[src/rtl/vga_pkg.sv]
// vga_pkg: shared timing constants, coordinate type and axis-total helpers
// for the 640x480 @ 60 Hz VGA raster generator.
package vga_pkg;

  localparam int COORD_W   = 10;
  localparam int COORD_MAX = 1023;

  localparam int DEF_H_VISIBLE = 640;
  localparam int DEF_H_FRONT   = 16;
  localparam int DEF_H_SYNC    = 96;
  localparam int DEF_H_BACK    = 48;

  localparam int DEF_V_VISIBLE = 480;
  localparam int DEF_V_FRONT   = 10;
  localparam int DEF_V_SYNC    = 2;
  localparam int DEF_V_BACK    = 33;

  typedef logic [COORD_W-1:0] coord_t;

  // Pixels per line, including blanking.
  function automatic int h_total(input int vis, input int fp, input int sy, input int bp);
    return vis + fp + sy + bp;
  endfunction

  // Lines per frame, including blanking.
  function automatic int v_total(input int vis, input int fp, input int sy, input int bp);
    return vis + fp + sy + bp;
  endfunction

endpackage

[src/rtl/vga_axis_counter.sv]
// vga_axis_counter: wrap counter for one raster axis. Steps on en_i, wraps
// after TOTAL-1 (reporting the wrap combinationally so the next axis can
// step on the same edge) and registers an active-low sync decoded from the
// next count, so sync changes on the same edge as the count.
module vga_axis_counter
  import vga_pkg::*;
#(
  parameter int TOTAL      = 800,
  parameter int ACTIVE     = 640,
  parameter int SYNC_START = 656,
  parameter int SYNC_LEN   = 96
) (
  input  logic   clk_i,
  input  logic   rst_i,
  input  logic   en_i,
  output coord_t count_o,
  output logic   wrap_o,
  output logic   active_next_o,
  output logic   sync_n_o
);

  localparam coord_t LAST    = coord_t'(TOTAL - 1);
  localparam coord_t ACT_END = coord_t'(ACTIVE);
  localparam coord_t SYNC_LO = coord_t'(SYNC_START);
  localparam coord_t SYNC_HI = coord_t'(SYNC_START + SYNC_LEN - 1);

  coord_t count_q;
  coord_t count_d;
  logic   wrap_d;
  logic   sync_n_q;
  logic   sync_n_d;

  // Next count: hold, step, or wrap; an out-of-range count also wraps
  always_comb begin
    count_d = count_q;
    wrap_d  = 1'b0;
    if (en_i) begin
      if (count_q >= LAST) begin
        count_d = 10'd0;
        wrap_d  = 1'b1;
      end else begin
        count_d = count_q + 10'd1;
      end
    end else begin
      count_d = count_q;
    end
  end

  // Sync decode on the next count so it lines up with the count register
  always_comb begin
    sync_n_d = 1'b1;
    if ((count_d >= SYNC_LO) && (count_d <= SYNC_HI)) begin
      sync_n_d = 1'b0;
    end else begin
      sync_n_d = 1'b1;
    end
  end

  // Count and sync registers
  always_ff @(posedge clk_i or posedge rst_i) begin
    if (rst_i) begin
      count_q  <= 10'd0;
      sync_n_q <= 1'b1;
    end else begin
      count_q  <= count_d;
      sync_n_q <= sync_n_d;
    end
  end

  assign count_o       = count_q;
  assign wrap_o        = wrap_d;
  assign active_next_o = (count_d < ACT_END);
  assign sync_n_o      = sync_n_q;

endmodule

[src/rtl/vga_sync_gen.sv]
// vga_sync_gen: VGA raster timing generator (default 640x480 @ 60 Hz).
// Build option: define VGA_PIXEL_DIV_EN to derive a half-rate pixel enable
// from Clk (50 MHz Clk -> 25 MHz pixels, VGA_CLK = registered toggle).
// Without it the pixel enable is held high and VGA_CLK passes Clk through.
// All strobes are registered from next-position decodes, so they move on
// the same Clk edge as DrawX/DrawY.
module vga_sync_gen
  import vga_pkg::*;
#(
  parameter int H_VISIBLE = DEF_H_VISIBLE,
  parameter int H_FRONT   = DEF_H_FRONT,
  parameter int H_SYNC    = DEF_H_SYNC,
  parameter int H_BACK    = DEF_H_BACK,
  parameter int V_VISIBLE = DEF_V_VISIBLE,
  parameter int V_FRONT   = DEF_V_FRONT,
  parameter int V_SYNC    = DEF_V_SYNC,
  parameter int V_BACK    = DEF_V_BACK
) (
  input  logic   Clk,
  input  logic   Reset,
  output logic   VGA_CLK,
  output logic   VGA_HS,
  output logic   VGA_VS,
  output logic   VGA_BLANK_N,
  output logic   VGA_SYNC_N,
  output coord_t DrawX,
  output coord_t DrawY,
  output logic   frame_start
);

  localparam int H_TOTAL = h_total(H_VISIBLE, H_FRONT, H_SYNC, H_BACK);
  localparam int V_TOTAL = v_total(V_VISIBLE, V_FRONT, V_SYNC, V_BACK);

  generate
    if ((H_TOTAL > COORD_MAX) || (V_TOTAL > COORD_MAX)) begin : g_total_range_err
      $error("vga_sync_gen: raster totals exceed the 10-bit coordinate range");
    end
  endgenerate

  logic pix_en_s;

`ifdef VGA_PIXEL_DIV_EN
  logic pix_en_q;

  // Half-rate pixel enable; doubles as the DAC pixel clock
  always_ff @(posedge Clk or posedge Reset) begin
    if (Reset) begin
      pix_en_q <= 1'b0;
    end else begin
      pix_en_q <= ~pix_en_q;
    end
  end

  assign pix_en_s = pix_en_q;
  assign VGA_CLK  = pix_en_q;
`else
  assign pix_en_s = 1'b1;
  assign VGA_CLK  = Clk;
`endif

  logic h_wrap_s;
  logic h_act_s;
  logic v_wrap_s;
  logic v_act_s;

  vga_axis_counter #(
    .TOTAL      (H_TOTAL),
    .ACTIVE     (H_VISIBLE),
    .SYNC_START (H_VISIBLE + H_FRONT),
    .SYNC_LEN   (H_SYNC)
  ) u_h_axis (
    .clk_i         (Clk),
    .rst_i         (Reset),
    .en_i          (pix_en_s),
    .count_o       (DrawX),
    .wrap_o        (h_wrap_s),
    .active_next_o (h_act_s),
    .sync_n_o      (VGA_HS)
  );

  vga_axis_counter #(
    .TOTAL      (V_TOTAL),
    .ACTIVE     (V_VISIBLE),
    .SYNC_START (V_VISIBLE + V_FRONT),
    .SYNC_LEN   (V_SYNC)
  ) u_v_axis (
    .clk_i         (Clk),
    .rst_i         (Reset),
    .en_i          (h_wrap_s),
    .count_o       (DrawY),
    .wrap_o        (v_wrap_s),
    .active_next_o (v_act_s),
    .sync_n_o      (VGA_VS)
  );

  logic blank_n_q;
  logic blank_n_d;
  logic frame_start_q;
  logic frame_start_d;

  // Blank only updates on a pixel step, keeping (0,0) after reset blanked
  // until the first real advance; frame_start marks the step into (0,0)
  always_comb begin
    blank_n_d     = blank_n_q;
    frame_start_d = v_wrap_s;
    if (pix_en_s) begin
      blank_n_d = h_act_s & v_act_s;
    end else begin
      blank_n_d = blank_n_q;
    end
  end

  // Frame-level strobe registers
  always_ff @(posedge Clk or posedge Reset) begin
    if (Reset) begin
      blank_n_q     <= 1'b0;
      frame_start_q <= 1'b0;
    end else begin
      blank_n_q     <= blank_n_d;
      frame_start_q <= frame_start_d;
    end
  end

  assign VGA_BLANK_N = blank_n_q;
  assign frame_start = frame_start_q;
  assign VGA_SYNC_N  = 1'b0;

endmodule

[config.mk]
export PLATFORM = sky130hd
export DESIGN_NAME = vga_sync_gen
export DESIGN_NICKNAME = d
export VERILOG_FILES = /design/src/rtl/vga_pkg.sv /design/src/rtl/vga_axis_counter.sv /design/src/rtl/vga_sync_gen.sv
export SDC_FILE = /design/constraint.sdc
export NUM_CORES = 1
export LEC_CHECK = 0
export BUFFER_PORTS_ARGS = -buffer_cell sky130_fd_sc_hd__buf_2
export CAP_MARGIN = 30
export CELL_PAD_IN_SITES_DETAIL_PLACEMENT = 1
export CELL_PAD_IN_SITES_GLOBAL_PLACEMENT = 2
export CORE_MARGIN = 3
export CORE_UTILIZATION = 32
export DETAILED_ROUTE_END_ITERATION = 8
export HOLD_SLACK_MARGIN = 0.02
export PLACE_DENSITY = 0.8
export SLEW_MARGIN = 0
export SYNTH_ARGS = -nofsm -noshare
export SYNTH_HDL_FRONTEND = slang
export SYNTH_SLANG_ARGS = --single-unit
[constraint.sdc]
create_clock -name Clk -period 2 [get_ports Clk]
set_input_delay 0.4 -clock Clk [delete_from_list [all_inputs] [get_ports Clk]]
set_output_delay 0.4 -clock Clk [all_outputs]
set_load 0.02 [all_outputs]
# [Word-level counts from Yosys, hierarchy flattened]
# Cells that the tools add are included.
[totals] word_cells=27 register_bits=24 out_inout_bits=26 input_bits=2
[op_classes] n_bitwise=1 n_reduce_logical=2 addsub=2 magnitude_cmp=8 muxes=8
[ops] op="$ge A10 B10 Y1 const B" n=3
[ops] op="$mux W10" n=3
[ops] op="$add A10 B1 Y10 const B" n=2
[ops] op="$ge A10 B9 Y1 const B" n=1
[ops] op="$le A10 B10 Y1 const B" n=1
[ops] op="$le A10 B9 Y1 const B" n=1
[ops] op="$lt A10 B10 Y1 const B" n=1
[ops] op="$lt A10 B9 Y1 const B" n=1
[ops] op="$mux W1" n=5
[ops] op="$logic_and A1 B1 Y1" n=2
[ops] op="$and A1 B1 Y1" n=1

# [Depth between registers and ports, before layout]
[logic_depth] ltp_word=6 depth_mapped=8

# [Hierarchy]
# A second synthesis with hierarchy kept.
[unflattened] hier_cells=159 hier_area_um2=1465.2
[by_module_without_submodules] module="vga_axis_counter (u_h_axis)" n_inst=1 area_per_inst_um2=701.9 cells_per_inst=75
[by_module_without_submodules] module="vga_axis_counter (u_v_axis)" n_inst=1 area_per_inst_um2=680.7 cells_per_inst=76
[by_module_without_submodules] module="vga_sync_gen" n_inst=1 area_per_inst_um2=82.6 cells_per_inst=8

==> metrics.md <==
| Metric | Value |
|---|---|
| # hold bufs at CTS | 0 |
| Combinational power share | 0.012 |
| Syn nets | 173 |
| CP startpoint | u_h_axis.count_o[1] |
| Post-Route WL | around 4.7 mm |
| Commonest non-fill, non-tap cell in the layout | buf_2 |
| Sequential area share after synthesis | 0.414 |
| Min-delay worst type | primary input to asynchronous set/reset pin |
| DR DRC count | 0 |
| Count of different cell masters after synthesis | 46 |
| Synthesized flop and latch total | 24 |
| Initial Util | 0.346 |
| Core Rows | 23 |
| Final antenna-violating net count | 0 |
| IO buf count | 26 |
| Flop-to-flop setup slack | 80 ps |
| Number of global-route vias before repair | 1549 |
| GRT Total Usage | 0.191 |
| Die X | approximately 73 µm |
| Final clock skew | 7.82 ps |
| HPWL after DPL | around 3.4 mm |
| Drt first pass iters | 4 |
| Syn Area/Cell | about 8.7 µm² |
| DR WL/cell | approximately 18 µm |
| Leakage power | 0.862 nW |
| Number of I/O pins | 28 |
| Peak VDD IR | 0.000336 V |
| Worst R2R Start | u_h_axis.count_o[1] |
| Most frequent cells in the layout | 26 x buf_2, 24 x nand2_1, 23 x buf_4 |
| Peak Freq | approximately 0.52 GHz |
| CP cell instances | ha_2, and4_4, o211ai_1, buf_4, buf_6, nor4_4, a31oi_1, o21ai_1, nand3b_1 |
| CP max stage cell | dfrtp_1 |
| Initial DRC count | between 90 and 100 |
| Worst Path Required | ~2300 ps |
| Critical path startpoint category | register |
| Die Span Y | roughly 73 µm |
| CTS tree | built |
| Worst setup path endpoint | u_v_axis.sync_n_o |
| DP Worst Slack | -83.0 ps |
| Final setup violation count | 0 |
| Unrepaired setup endpoints after global routing | yes |
| Clock share of power | 0.561 |
| Worst path max stage delay | 370 ps |
| Initial antenna violation count | 0 |
| GRT overflow | 0 |
| Vias per inst | 5.34 |
| P_sw | roughly 0.24 mW |
| Data arrival, critical path | ~2200 ps |
| Placed Area | around 1700 µm² |
| # diodes | 0 |
| Critical Path Sink Type | register |
| Worst-path clk slew | about 90 ps |
| Final Hold Fails | 0 |
| Reg2reg end | u_v_axis.sync_n_o |
| Mapped cell area | ~1500 µm² |
| Async SR Flop Fraction | 1.00 |
| Synth-to-layout area growth | 31.6% |
| Outcome | finished, final reports clean |
| Final Max Slew Viols | 0 |
| Pin count of the biggest net entering global routing | 25 |
| Die ar. | approximately 5400 µm² |
| Vias | between 1000 and 1500 |
| Post-route cell area | about 1900 µm² |
| CP max FO | 5 |
| R2R cell count | 9 |
| Internal power | approximately 0.9 mW |
| Global-route wire length before repair | between 7 and 8 mm |
| Final core occ | 0.456 |
| Period utilisation layout | 0.961 |
| Top_reg_cell synth | dfrtp_1 |
| Max-cap viol count | 0 |
| YS warnings | 0 |
| Layout cell share with drive strength beyond 1 | 0.346 |
| Final net count | 220 |
| Post-synth EDFFs | 0 |
| Pwr dens | ~590 nW/µm² |
| Crit Path Category | register to register |
| Flop pwr share | 0.427 |
| Number of fill cells in the layout | about 530 |
| Crit path time final | 1920 ps |
| Syn Inst Count | between 150 and 200 |
| Clock Latency Late Sink | between 300 and 400 ps |
| Setup WS post-layout | about 78 ps |
| Core area | around 4200 µm² |
| Switching share of power | 0.212 |
| Routability congestion estimate | 0.921 |
layout make-up:
cell class	instances	area, µm²	share of cell area
Clock buffer	7	87.6	0.0457
Clock inverter	1	30.0	0.0157
Inverter	7	26.3	0.0137
Multi-Input combinational cell	125	786	0.410
Sequential cell	24	603	0.315
Tap cell	50	62.6	0.0327
Timing Repair Buffer	50	320	0.167
kinds of logic (layout without fill, tap and decap cells):
| group | Yosys count | count (layout) | synth area share |
|---|---|---|---|
| AO/OA/AOI/OAI | 41 | 41 | 0.183 |
| XOR/XNOR | 8 | 8 | 0.0482 |
| adder cells (fa/ha/maj) | 3 | 3 | 0.0258 |
| buffers and inverters | 19 | 65 | 0.0714 |
| flip-flops | 24 | 24 | 0.414 |
| other | 1 | 1 | 0.00258 |
| AND/OR/NAND/NOR | 72 | 72 | 0.255 |
registers in the layout, summed over array words and instances (netlist names):
register	count
u_v_axis.sync_n_o	1
frame_start	1
u_v_axis.count_o	10
VGA_BLANK_N	1
u_h_axis.sync_n_o	1
u_h_axis.count_o	10
cells in the mapped netlist, types with 2 or more instances:
master,instances,area [µm²]
nand2_1,24,90.1
dfrtp_1,22,551
o21ai_0,20,100
nor2_1,14,52.6
inv_1,7,26.3
nand3_1,6,30.0
nand4_1,6,37.5
xnor2_1,6,52.6
a21oi_1,5,25.0
and2_1,3,18.8
and3_1,3,18.8
and4_1,3,26.3
buf_2,3,15.0
buf_4,3,22.5
ha_1,3,37.5
buf_6,2,22.5
clkbuf_1,2,7.51
clkbuf_2,2,10.0
dfstp_2,2,52.6
nand3b_1,2,15.0
nor4_1,2,12.5
o221ai_1,2,17.5
or2_2,2,12.5
xor2_1,2,17.5
timing repair:
action / 4_1_cts / 5_1_grt
setup buffers: 0 / 3
hold endpoints to repair: 0 / 0
pin swaps: 0 / 3
cloned: 0 / 1
resized for setup: 2 / 9
setup endpoints to repair: 1 / 3
power by group through the flow:
stage	combinational, mW	sequential (mW)	clock (mW)
floorplan	0.0103	0.494	0.0584
CTS	0.0152	0.485	0.658
global placement	0.0145	0.494	0.0467
detailed placement	0.0152	0.494	0.0467
finish	0.0142	0.485	0.637
global route	0.0166	0.485	0.691
layer usage:
layer	global-route usage	vias to the layer above	part of all wire
li1	-	673	-
met1	0.242	699	0.45
met2	0.302	28	0.49
met3	0.0424	10	0.037
met4	0.105	0	0.021
met5	0	-	0
worst max-delay path: cells and delay by family, from the launching register on:
kind	cells	cell delay [ps]
AND/OR/NAND/NOR	3	590
flip-flops	1	370
adder cells (fa/ha/maj)	1	180
AO/OA/AOI/OAI	3	400
buffers and inverters	2	310
through the flow:
stage,power [mW],hold slack (ps),std cells,TNS [ps]
after floorplan,0.563,413,168,0
after global placement,0.556,466,253,0
after detailed placement,0.556,478,253,-83.0
after CTS,1.16,61.1,260,0
after global routing,1.19,87.7,264,-59.4
final,1.14,55.0,264,0
how the worst min path moves through the flow:
stage,from,endpoint,cells past startpoint
after floorplan,Reset,VGA_BLANK_N,1
after global placement,Reset,u_h_axis.count_o[3],3
after detailed placement,Reset,u_h_axis.count_o[3],3
after CTS,Reset,u_h_axis.count_o[3],3
after global routing,Reset,u_h_axis.count_o[4],3
final,Reset,u_h_axis.count_o[4],3
(Power assumes the default switching activity.)
